===== src/rtl/hqc_uart_rx_pkg.sv =====
// Shared types and defaults for the HQC UART receive path.
// Receiver state encoding, default line settings and the bit-period helper.
package hqc_uart_pkg;

  typedef enum logic [2:0] {
    IDLE,
    START,
    DATA,
    PARITY,
    STOP,
    BREAK
  } rx_state_e;

  localparam int unsigned DEFAULT_CLK_HZ = 50_000_000;
  localparam int unsigned DEFAULT_BAUD   = 115_200;

  // Integer division: the residual baud error is absorbed by mid-bit sampling.
  function automatic int unsigned clks_per_bit(input int unsigned clk_hz,
                                               input int unsigned baud);
    return clk_hz / baud;
  endfunction

endpackage


===== src/rtl/hqc_sync2.sv =====
// Generic two-flop synchroniser for asynchronous inputs, with a selectable reset value
// so idle-high lines do not glitch low out of reset.
module hqc_sync2 #(
  parameter int unsigned       WIDTH   = 1,
  parameter logic [WIDTH-1:0]  RST_VAL = '0
) (
  input  logic             clk,
  input  logic             rst_n,
  input  logic [WIDTH-1:0] d,
  output logic [WIDTH-1:0] q
);

  logic [WIDTH-1:0] meta_q;
  logic [WIDTH-1:0] sync_q;

  // NOTE: non-blocking assignments so both stages update from pre-edge values;
  // blocking here would collapse the chain into a single flop.
  always_ff @(posedge clk or negedge rst_n) begin
    if (!rst_n) begin
      meta_q <= RST_VAL;
      sync_q <= RST_VAL;
    end else begin
      meta_q <= d;
      sync_q <= meta_q;
    end
  end

  assign q = sync_q;

endmodule


===== src/rtl/hqc_uart_rx.sv =====
// UART 8N1 receiver feeding a one-entry valid/ready buffer, with framing-error and overrun pulses.
// Define HQC_UART_RX_PARITY_EN to add an even-parity bit between the data and stop bits.
module hqc_uart_rx
  import hqc_uart_pkg::*;
#(
  parameter int unsigned CLK_HZ       = DEFAULT_CLK_HZ,
  parameter int unsigned BAUD         = DEFAULT_BAUD,
  parameter int unsigned CLKS_PER_BIT = clks_per_bit(CLK_HZ, BAUD)
) (
  input  logic       clk,
  input  logic       rst_n,
  input  logic       rx,
  output logic [7:0] m_data,
  output logic       m_valid,
  input  logic       m_ready,
  output logic       busy,
  output logic       frame_err,
  output logic       overrun
);

  localparam int unsigned HALF  = CLKS_PER_BIT / 2;
  localparam int unsigned CNT_W = (CLKS_PER_BIT > 1) ? $clog2(CLKS_PER_BIT) : 1;
  localparam logic [CNT_W-1:0] CNT_LAST = CNT_W'(CLKS_PER_BIT - 1);
  localparam logic [CNT_W-1:0] CNT_MID  = CNT_W'(HALF - 1);

  generate
    if (CLKS_PER_BIT < 4) begin : g_cfg_check
      $fatal(1, "hqc_uart_rx: CLKS_PER_BIT must be at least 4");
    end
  endgenerate

  logic rxs;

  hqc_sync2 #(
    .WIDTH  (1),
    .RST_VAL(1'b1)
  ) u_sync_rx (
    .clk  (clk),
    .rst_n(rst_n),
    .d    (rx),
    .q    (rxs)
  );

  rx_state_e        state_q, state_d;
  logic [CNT_W-1:0] cnt_q, cnt_d;
  logic [2:0]       bit_idx_q, bit_idx_d;
  logic [7:0]       shift_q, shift_d;
  logic [7:0]       m_data_q, m_data_d;
  logic             m_valid_q, m_valid_d;
  logic             frame_err_q, frame_err_d;
  logic             overrun_q, overrun_d;
  logic             byte_done;
  logic             frame_bad;
  logic             cnt_last;
`ifdef HQC_UART_RX_PARITY_EN
  logic             parity_ok_q, parity_ok_d;
`endif

  assign cnt_last = (cnt_q == CNT_LAST);

  // NOTE: every signal gets its default before the case so no path leaves one
  // unassigned; a missing default would infer a latch.
  always_comb begin
    state_d   = state_q;
    cnt_d     = cnt_q;
    bit_idx_d = bit_idx_q;
    shift_d   = shift_q;
    byte_done = 1'b0;
    frame_bad = 1'b0;
`ifdef HQC_UART_RX_PARITY_EN
    parity_ok_d = parity_ok_q;
`endif

    case (state_q)
      IDLE: begin
        cnt_d = '0;
        if (!rxs) state_d = START;
      end

      START: begin
        if (cnt_q == CNT_MID) begin
          cnt_d     = '0;
          bit_idx_d = '0;
          // Line back high at mid start bit means a glitch, not a frame.
          state_d   = rxs ? IDLE : DATA;
        end else begin
          cnt_d = cnt_q + 1'b1;
        end
      end

      DATA: begin
        if (cnt_last) begin
          cnt_d     = '0;
          shift_d   = {rxs, shift_q[7:1]};
          bit_idx_d = bit_idx_q + 3'd1;
          if (bit_idx_q == 3'd7) begin
`ifdef HQC_UART_RX_PARITY_EN
            state_d = PARITY;
`else
            state_d = STOP;
`endif
          end
        end else begin
          cnt_d = cnt_q + 1'b1;
        end
      end

`ifdef HQC_UART_RX_PARITY_EN
      PARITY: begin
        if (cnt_last) begin
          cnt_d       = '0;
          parity_ok_d = ((^shift_q) == rxs);
          state_d     = STOP;
        end else begin
          cnt_d = cnt_q + 1'b1;
        end
      end
`endif

      STOP: begin
        if (cnt_last) begin
          cnt_d = '0;
          if (!rxs) begin
            frame_bad = 1'b1;
            state_d   = BREAK;
          end else begin
            state_d = IDLE;
`ifdef HQC_UART_RX_PARITY_EN
            if (parity_ok_q) byte_done = 1'b1;
            else             frame_bad = 1'b1;
`else
            byte_done = 1'b1;
`endif
          end
        end else begin
          cnt_d = cnt_q + 1'b1;
        end
      end

      // A held-low line stays here so it reports only one framing error.
      BREAK: begin
        cnt_d = '0;
        if (rxs) state_d = IDLE;
      end

      default: begin
        cnt_d   = '0;
        state_d = IDLE;
      end
    endcase
  end

  // One-entry output buffer: a held byte is never overwritten, a new one is dropped instead.
  always_comb begin
    m_data_d    = m_data_q;
    m_valid_d   = m_valid_q;
    overrun_d   = 1'b0;
    frame_err_d = frame_bad;

    if (byte_done) begin
      if (!m_valid_q || m_ready) begin
        m_data_d  = shift_q;
        m_valid_d = 1'b1;
      end else begin
        overrun_d = 1'b1;
      end
    end else if (m_valid_q && m_ready) begin
      m_valid_d = 1'b0;
    end
  end

  always_ff @(posedge clk or negedge rst_n) begin
    if (!rst_n) begin
      state_q     <= IDLE;
      cnt_q       <= '0;
      bit_idx_q   <= '0;
      shift_q     <= '0;
      m_data_q    <= '0;
      m_valid_q   <= 1'b0;
      frame_err_q <= 1'b0;
      overrun_q   <= 1'b0;
`ifdef HQC_UART_RX_PARITY_EN
      parity_ok_q <= 1'b0;
`endif
    end else begin
      state_q     <= state_d;
      cnt_q       <= cnt_d;
      bit_idx_q   <= bit_idx_d;
      shift_q     <= shift_d;
      m_data_q    <= m_data_d;
      m_valid_q   <= m_valid_d;
      frame_err_q <= frame_err_d;
      overrun_q   <= overrun_d;
`ifdef HQC_UART_RX_PARITY_EN
      parity_ok_q <= parity_ok_d;
`endif
    end
  end

  assign m_data    = m_data_q;
  assign m_valid   = m_valid_q;
  assign busy      = (state_q != IDLE);
  assign frame_err = frame_err_q;
  assign overrun   = overrun_q;

endmodule


===== config.mk =====
export PLATFORM = sky130hd
export DESIGN_NAME = hqc_uart_rx
export DESIGN_NICKNAME = d
export VERILOG_FILES = /design/src/rtl/hqc_uart_rx_pkg.sv /design/src/rtl/hqc_sync2.sv /design/src/rtl/hqc_uart_rx.sv
export SDC_FILE = /design/constraint.sdc
export NUM_CORES = 1
export LEC_CHECK = 0
export CAP_MARGIN = 20
export CELL_PAD_IN_SITES_DETAIL_PLACEMENT = 0
export CELL_PAD_IN_SITES_GLOBAL_PLACEMENT = 1
export CORE_ASPECT_RATIO = 1.4
export CORE_MARGIN = 10
export CORE_UTILIZATION = 41
export CTS_CLUSTER_SIZE = 16
export DETAILED_ROUTE_END_ITERATION = 10
export PLACE_DENSITY_LB_ADDON = 0.08
export SLEW_MARGIN = 15
export SYNTH_ARGS = -nofsm -noshare
export SYNTH_HDL_FRONTEND = slang
export SYNTH_SLANG_ARGS = --single-unit

===== constraint.sdc =====
create_clock -name clk -period 1.7 [get_ports clk]
set_input_delay 0.34 -clock clk [delete_from_list [all_inputs] [get_ports clk]]
set_output_delay 0.34 -clock clk [all_outputs]
set_load 0.1 [all_outputs]

# [Yosys cells after proc, flatten, opt, wreduce, memory -nomap -nowiden]
# Cells that the tools add are included.
[totals] regBits=36 elab_cells=65
[classes] addsub=2 n_eq_ne=14 muxes=26 reduce_logical=13
[ops] op="$mux 3" n=9
[ops] op="$mux 9" n=2
[ops] op="$pmux 9 s2" n=1
[ops] op="$pmux 3 s5" n=1
[ops] op="$mux 1" n=11
[ops] op="$ne 2x2->1 const B" n=5
[ops] op="$add 9x1->9 const B" n=1
[ops] op="$eq 3x3->1 const B" n=3
[ops] op="$eq 9x8->1 const B" n=1
[ops] op="$eq 9x9->1 const B" n=1
[ops] op="$pmux 3 s2" n=1
[ops] op="$reduce_and 2->1" n=3
[ops] op="$reduce_and 6->1" n=1
[ops] op="$ne 2x1->1 const B" n=2
[ops] op="$reduce_bool 2->1" n=2
[ops] op="$add 3x1->3 const B" n=1
[ops] op="$eq 3x1->1 const B" n=1
[ops] op="$eq 3x2->1 const B" n=1
[ops] op="$logic_not 3->1" n=1
[ops] op="$reduce_and 3->1" n=1
[ops] op="$reduce_bool 3->1" n=1
[ops] op="$mux 2" n=1
[ops] op="$reduce_or 2->1" n=1
[ops] op="$logic_and 1x1->1" n=1
[ops] op="other kinds (2)" n=2

# [Depth between registers and ports, before layout]
[depth] word_depth=5 mapped_depth=7

# [Cells and area by module]
# A second synthesis with hierarchy kept.
[hier_totals] hier_cells=128 area_unflattened_um2=1616.6
[modules_own_cells] mod="hqc_uart_rx" n_inst=1 cells_each=126 area_each_um2=1564.0 seq_area_each_um2=850.8
[modules_own_cells] mod="hqc_sync2" n_inst=1 cells_each=2 area_each_um2=52.6 seq_area_each_um2=52.6

# [Worst setup path after synthesis]
# OpenSTA, ideal clock, no wires.
[synth_timing] path_type="flip-flop to flip-flop" startpoint="register m_valid_q (netlist: m_valid)" endpoint="register m_data_q[0] (netlist: m_data[0])" setup_ns=0.128 t_arrival_ns=1.667 required_ns=1.572 path_slack_ns=-0.096 path_stages_with_launch=4 n_path_buf=0 path_cell_list="dfrtp_1 nand2b_1 nand4_2 mux2_1"
[synth_via] elab_chain_len=3
[synth_lines] item="start, declared" line="hqc_uart_rx.sv:49" text="logic m_valid_q, m_valid_d;"
[synth_lines] item="start signal, assigned" line="hqc_uart_rx.sv:191" text="m_valid_q <= m_valid_d;"
[synth_lines] item="$logic_not 1->1" line="hqc_uart_rx.sv:161" text="if (!m_valid_q || m_ready) begin"
[synth_lines] item="$logic_or 1x1->1" line="hqc_uart_rx.sv:161"
[synth_lines] item="$reduce_and 2->1 (no line)"
[synth_lines] item="end signal, assigned" line="hqc_uart_rx.sv:190" text="m_data_q <= m_data_d;"
[synth_lines] item="end, declared" line="hqc_uart_rx.sv:48" text="logic [7:0] m_data_q, m_data_d;"
# No other way between the ends.
# A chain may end at the register's enable or synchronous reset.

# [Worst setup path after layout]
[layout_timing] startpoint="register cnt_q[1]" endpoint="register cnt_q[1]"
[layout_via] elab_chain_len=3
[layout_lines] item="start, declared" line="hqc_uart_rx.sv:45" text="logic [CNT_W-1:0] cnt_q, cnt_d;"
[layout_lines] item="start signal, assigned" line="hqc_uart_rx.sv:187" text="cnt_q <= cnt_d;"
[layout_lines] item="$add 9x1->9 (tied with other cells)" line="hqc_uart_rx.sv:87, hqc_uart_rx.sv:104, hqc_uart_rx.sv:136"
[layout_lines] item="$mux 9 (on tied branches)" line="hqc_uart_rx.sv:92, hqc_uart_rx.sv:121, hqc_uart_rx.sv:81"
[layout_lines] item="$pmux 9 s2 *" line="hqc_uart_rx.sv:74" text="case (state_q)"
[layout_lines] item="named net cnt_d[1]" line="hqc_uart_rx.sv:45"
# Mark *: on every way through the listed nets, which the timed path passes. The rest lies on a longest branch.

==> summary.md <==
| Metric | Value |
|---|---|
| Post-synth top area share | `0.495` |
| Simple-Gate Fraction of Synth Area | `0.194` |
| IO Pins | `16` |
| WHS Path Cells | `0` |
| Antenna viol nets, final | `0` |
| Avg Cell Area, Syn | `12.6 sq um` |
| Overall routing resource usage | `0.0967` |
| Primary FF master, synth | `dfrtp_1` |
| Final WL | `3290 microns` |
| Top delay family on crit path | `simple AND/OR/NAND/NOR gates` |
| Register area share after synthesis | `0.525` |
| Commonest cells after routing, fill and taps aside | `30 x dfrtp_1, 17 x buf_4, 13 x buf_12, 12 x mux2_1, 11 x nor2_1` |
| Initial antenna violation count | `0` |
| WP data required | `1870 ps` |
| Final worst slack | `-36.0 ps` |
| Crit path largest cell delay | `480 ps` |
| CP Class | `reg -> reg` |
| Fraction of layout cells with a size suffix above 1 | `0.409` |
| 1st-iter DRT viols | `62` |
| Failing checks | `setup timing` |
| Top Layer Used | `met4` |
| P&R area growth vs syn | `35.3%` |
| GPL Wtd Cong | `0.764` |
| WL met3 | `184 microns` |
| VDD IR-drop max | `429 uV` |
| Nets@finish | `184` |
| Antenna cell count | `0` |
| CP Buf/Inv Count | `2` |
| Status | `finished, violations left` |
| Final setup fails | `12` |
| Crit path time final | `1740 ps` |
| Worst-Margin Slew | `372 ps` |
| R2R cell count | `7` |
| DR DRC count | `0` |
| CTS tree | `built` |
| Die height | `96.6 microns` |
| Cell area after synthesis | `1720 sq um` |
| Fmax | `0.576 GHz` |
| RSZ-0062 raised after global routing | `true` |
| Filler cell count | `334` |
| Die area | `7220 sq um` |
| End of the worst register-to-register path | `cnt_q[1]` |
| Critical R2R Launch | `cnt_q[1]` |
| Mapped Cells | `136` |
| TritonCTS Buffers | `5` |
| Clk_skew | `5.55 ps` |
| Core Rows | `27` |
| Relative slew margins | `0.751` |
| Post-layout util | `0.583` |
| #FFs+latches synth | `36` |
| Cell Chain, Critical Path | `inv_2 > ha_4 > or4b_4 > o21ai_2 > o31a_1 > buf_6 > nor2b_1` |
| Core area | `3990 sq um` |
| Clock insertion delay at the later pin of the skew report | `280 ps` |
| Die X | `74.7 microns` |
| Slowest CP cell | `or4b_4` |
| Synth cell types | `41` |
| Total power | `1.55 mW` |
| Slew Viols, Final | `0` |
| Starting density of the core | `0.431` |
| Area share of fa/ha/maj cells after synthesis | `0.0364` |
| Worst Min Path Start | `u_sync_rx.meta_q` |
| First-pass GRT wire length | `5580 microns` |
| Via density | `5.13` |
| # clock sinks | `36` |
| Post-synth top area cell | `dfrtp_1` |
| Routed vias | `1123` |
| Most common cell after layout, fill and taps aside | `dfrtp_1` |
| Crit path launch type | `register` |
| CP Max Fanout | `4` |
| PwrDens | `668 nW/um^2` |
| Post-synthesis mux area share | `0.125` |
| Worst hold path type | `reg -> reg` |
| DRT Pass-1 Iters | `4` |
| Port Buffers | `15` |
| Part of the cycle the worst path needs | `1.02` |
| Overflow after GRT | `0` |
| Final hold violations | `0` |
| Met1 WL | `1240 microns` |
| Async set or reset register ratio after synthesis | `1.00` |
| Clock buffer depth | `2` |
| R2R setup slack | `-40 ps` |
| Syn Nets | `145` |
| Hold Crit Endpoint | `u_sync_rx.q` |
| Worst-path clk slew | `70 ps` |
| Multi-input logic area | `781 sq um` |
| Compound-Gate Fraction of Synth Area | `0.0306` |
| Number of global-route vias before repair | `1210` |
| Largest net degree at the start of global routing | `37` |
| Register area | `908 sq um` |
| WP data arrival | `1910 ps` |
| Number of H-tree levels | `2` |
| Setup crit end kind | `register` |
| Root Buffer | `clkbuf_8` |
| XOR/XNOR Fraction of Synth Area | `0.0408` |
| Post-synth EDFFs | `0` |
| Routed len/inst | `15.0 microns` |
| Met2 wire length | `1780 microns` |
| Largest family of logic cells by synthesized area | `simple AND/OR/NAND/NOR gates` |
| Synth top area cells | `dfrtp_1 49%, mux2_1 7.9%, ha_1 3.6%` |
| Post-DP HPWL | `2400 microns` |
| Synthesis Warnings | `0` |
| Maxcap violations | `0` |
| Leak pwr | `1.08 nW` |
[final cells by class]
class                   instances  share of cell area
flip-flops and latches         36               0.391
multi-input cells              88               0.336
repair buffers                 37               0.196
clock buffers                   8              0.0430
well taps                      43              0.0231
inverters                       7              0.0113
[per-stage QoR]
stage,setup TNS (ps),setup slack (ps),instances,area [sq um],hold WS (ps)
after CTS,-554,-54.5,218,2300,363
after floorplan,0,12.1,136,1720,44.4
final,-297,-36.0,219,2330,363
after detailed placement,-1640,-99.8,206,2130,347
after global placement,-388,-34.4,206,2130,348
after global routing,-1890,-117,219,2330,366
[power by group]
group / internal, mW / switching (mW)
logic: 0.0132 / 0.0205
clock network: 0.370 / 0.290
registers: 0.861 / 0.00105
[cells in the mapped netlist, types with 2 or more instances]
cell / number
inv_1: 7
dfrtp_1: 34
mux2_1: 12
nor3b_1: 2
dfstp_2: 2
mux2i_1: 2
nor2b_1: 3
nor3_1: 3
mux2_2: 4
nor4_4: 2
and4_1: 2
nand3_1: 3
buf_4: 2
ha_1: 5
nand2_1: 8
o21ai_0: 2
xor2_1: 2
nor2_1: 13
xnor2_1: 6
[routing by layer]
layer | GRT usage | vias up
met5 | 0 | -
met4 | 0.0392 | 0
met3 | 0.0357 | 7
met2 | 0.168 | 21
met1 | 0.0991 | 555
li1 | - | 540
[sequential cells by signal, indices dropped and copies added (netlist names)]
register and cells:
bit_idx_q 3, cnt_q 9, frame_err 1, m_data 8, m_valid 1, overrun 1, shift_q 8, state_q 3
u_sync_rx.meta_q 1, u_sync_rx.q 1
[cells by family (layout without fill, tap and decap cells)]
logic type / Yosys count / after routing
adders and majority gates: 5 / 5
and+or+nand+nor: 49 / 49
AOI/OAI and AO/OA: 7 / 7
buffers and inverters: 12 / 52
muxes: 19 / 19
xor gates and xnor gates: 8 / 8
DFF: 36 / 36
[timing repair]
action / in CTS / in global routing
setup endpoints to repair: 22 / 31
pin swaps: 0 / 3
hold buffers: 0 / 0
gates cloned: 1 / 1
resized for setup: 13 / 7
buffers inserted: 3 / 1
hold endpoints to repair: 0 / 0
[worst max path at each step]
stage / from / endpoint / slack, ps / cells past startpoint
after floorplan: cnt_q[0] / bit_idx_q[0] / 10 / 6
after global placement: m_ready / m_data[7] / -30 / 4
after detailed placement: m_ready / m_data[7] / -100 / 4
after CTS: cnt_q[1] / cnt_q[4] / -50 / 7
after global routing: cnt_q[0] / bit_idx_q[1] / -120 / 7
final: cnt_q[1] / cnt_q[1] / -40 / 7
Note: power is estimated with default switching activity, not from simulation.
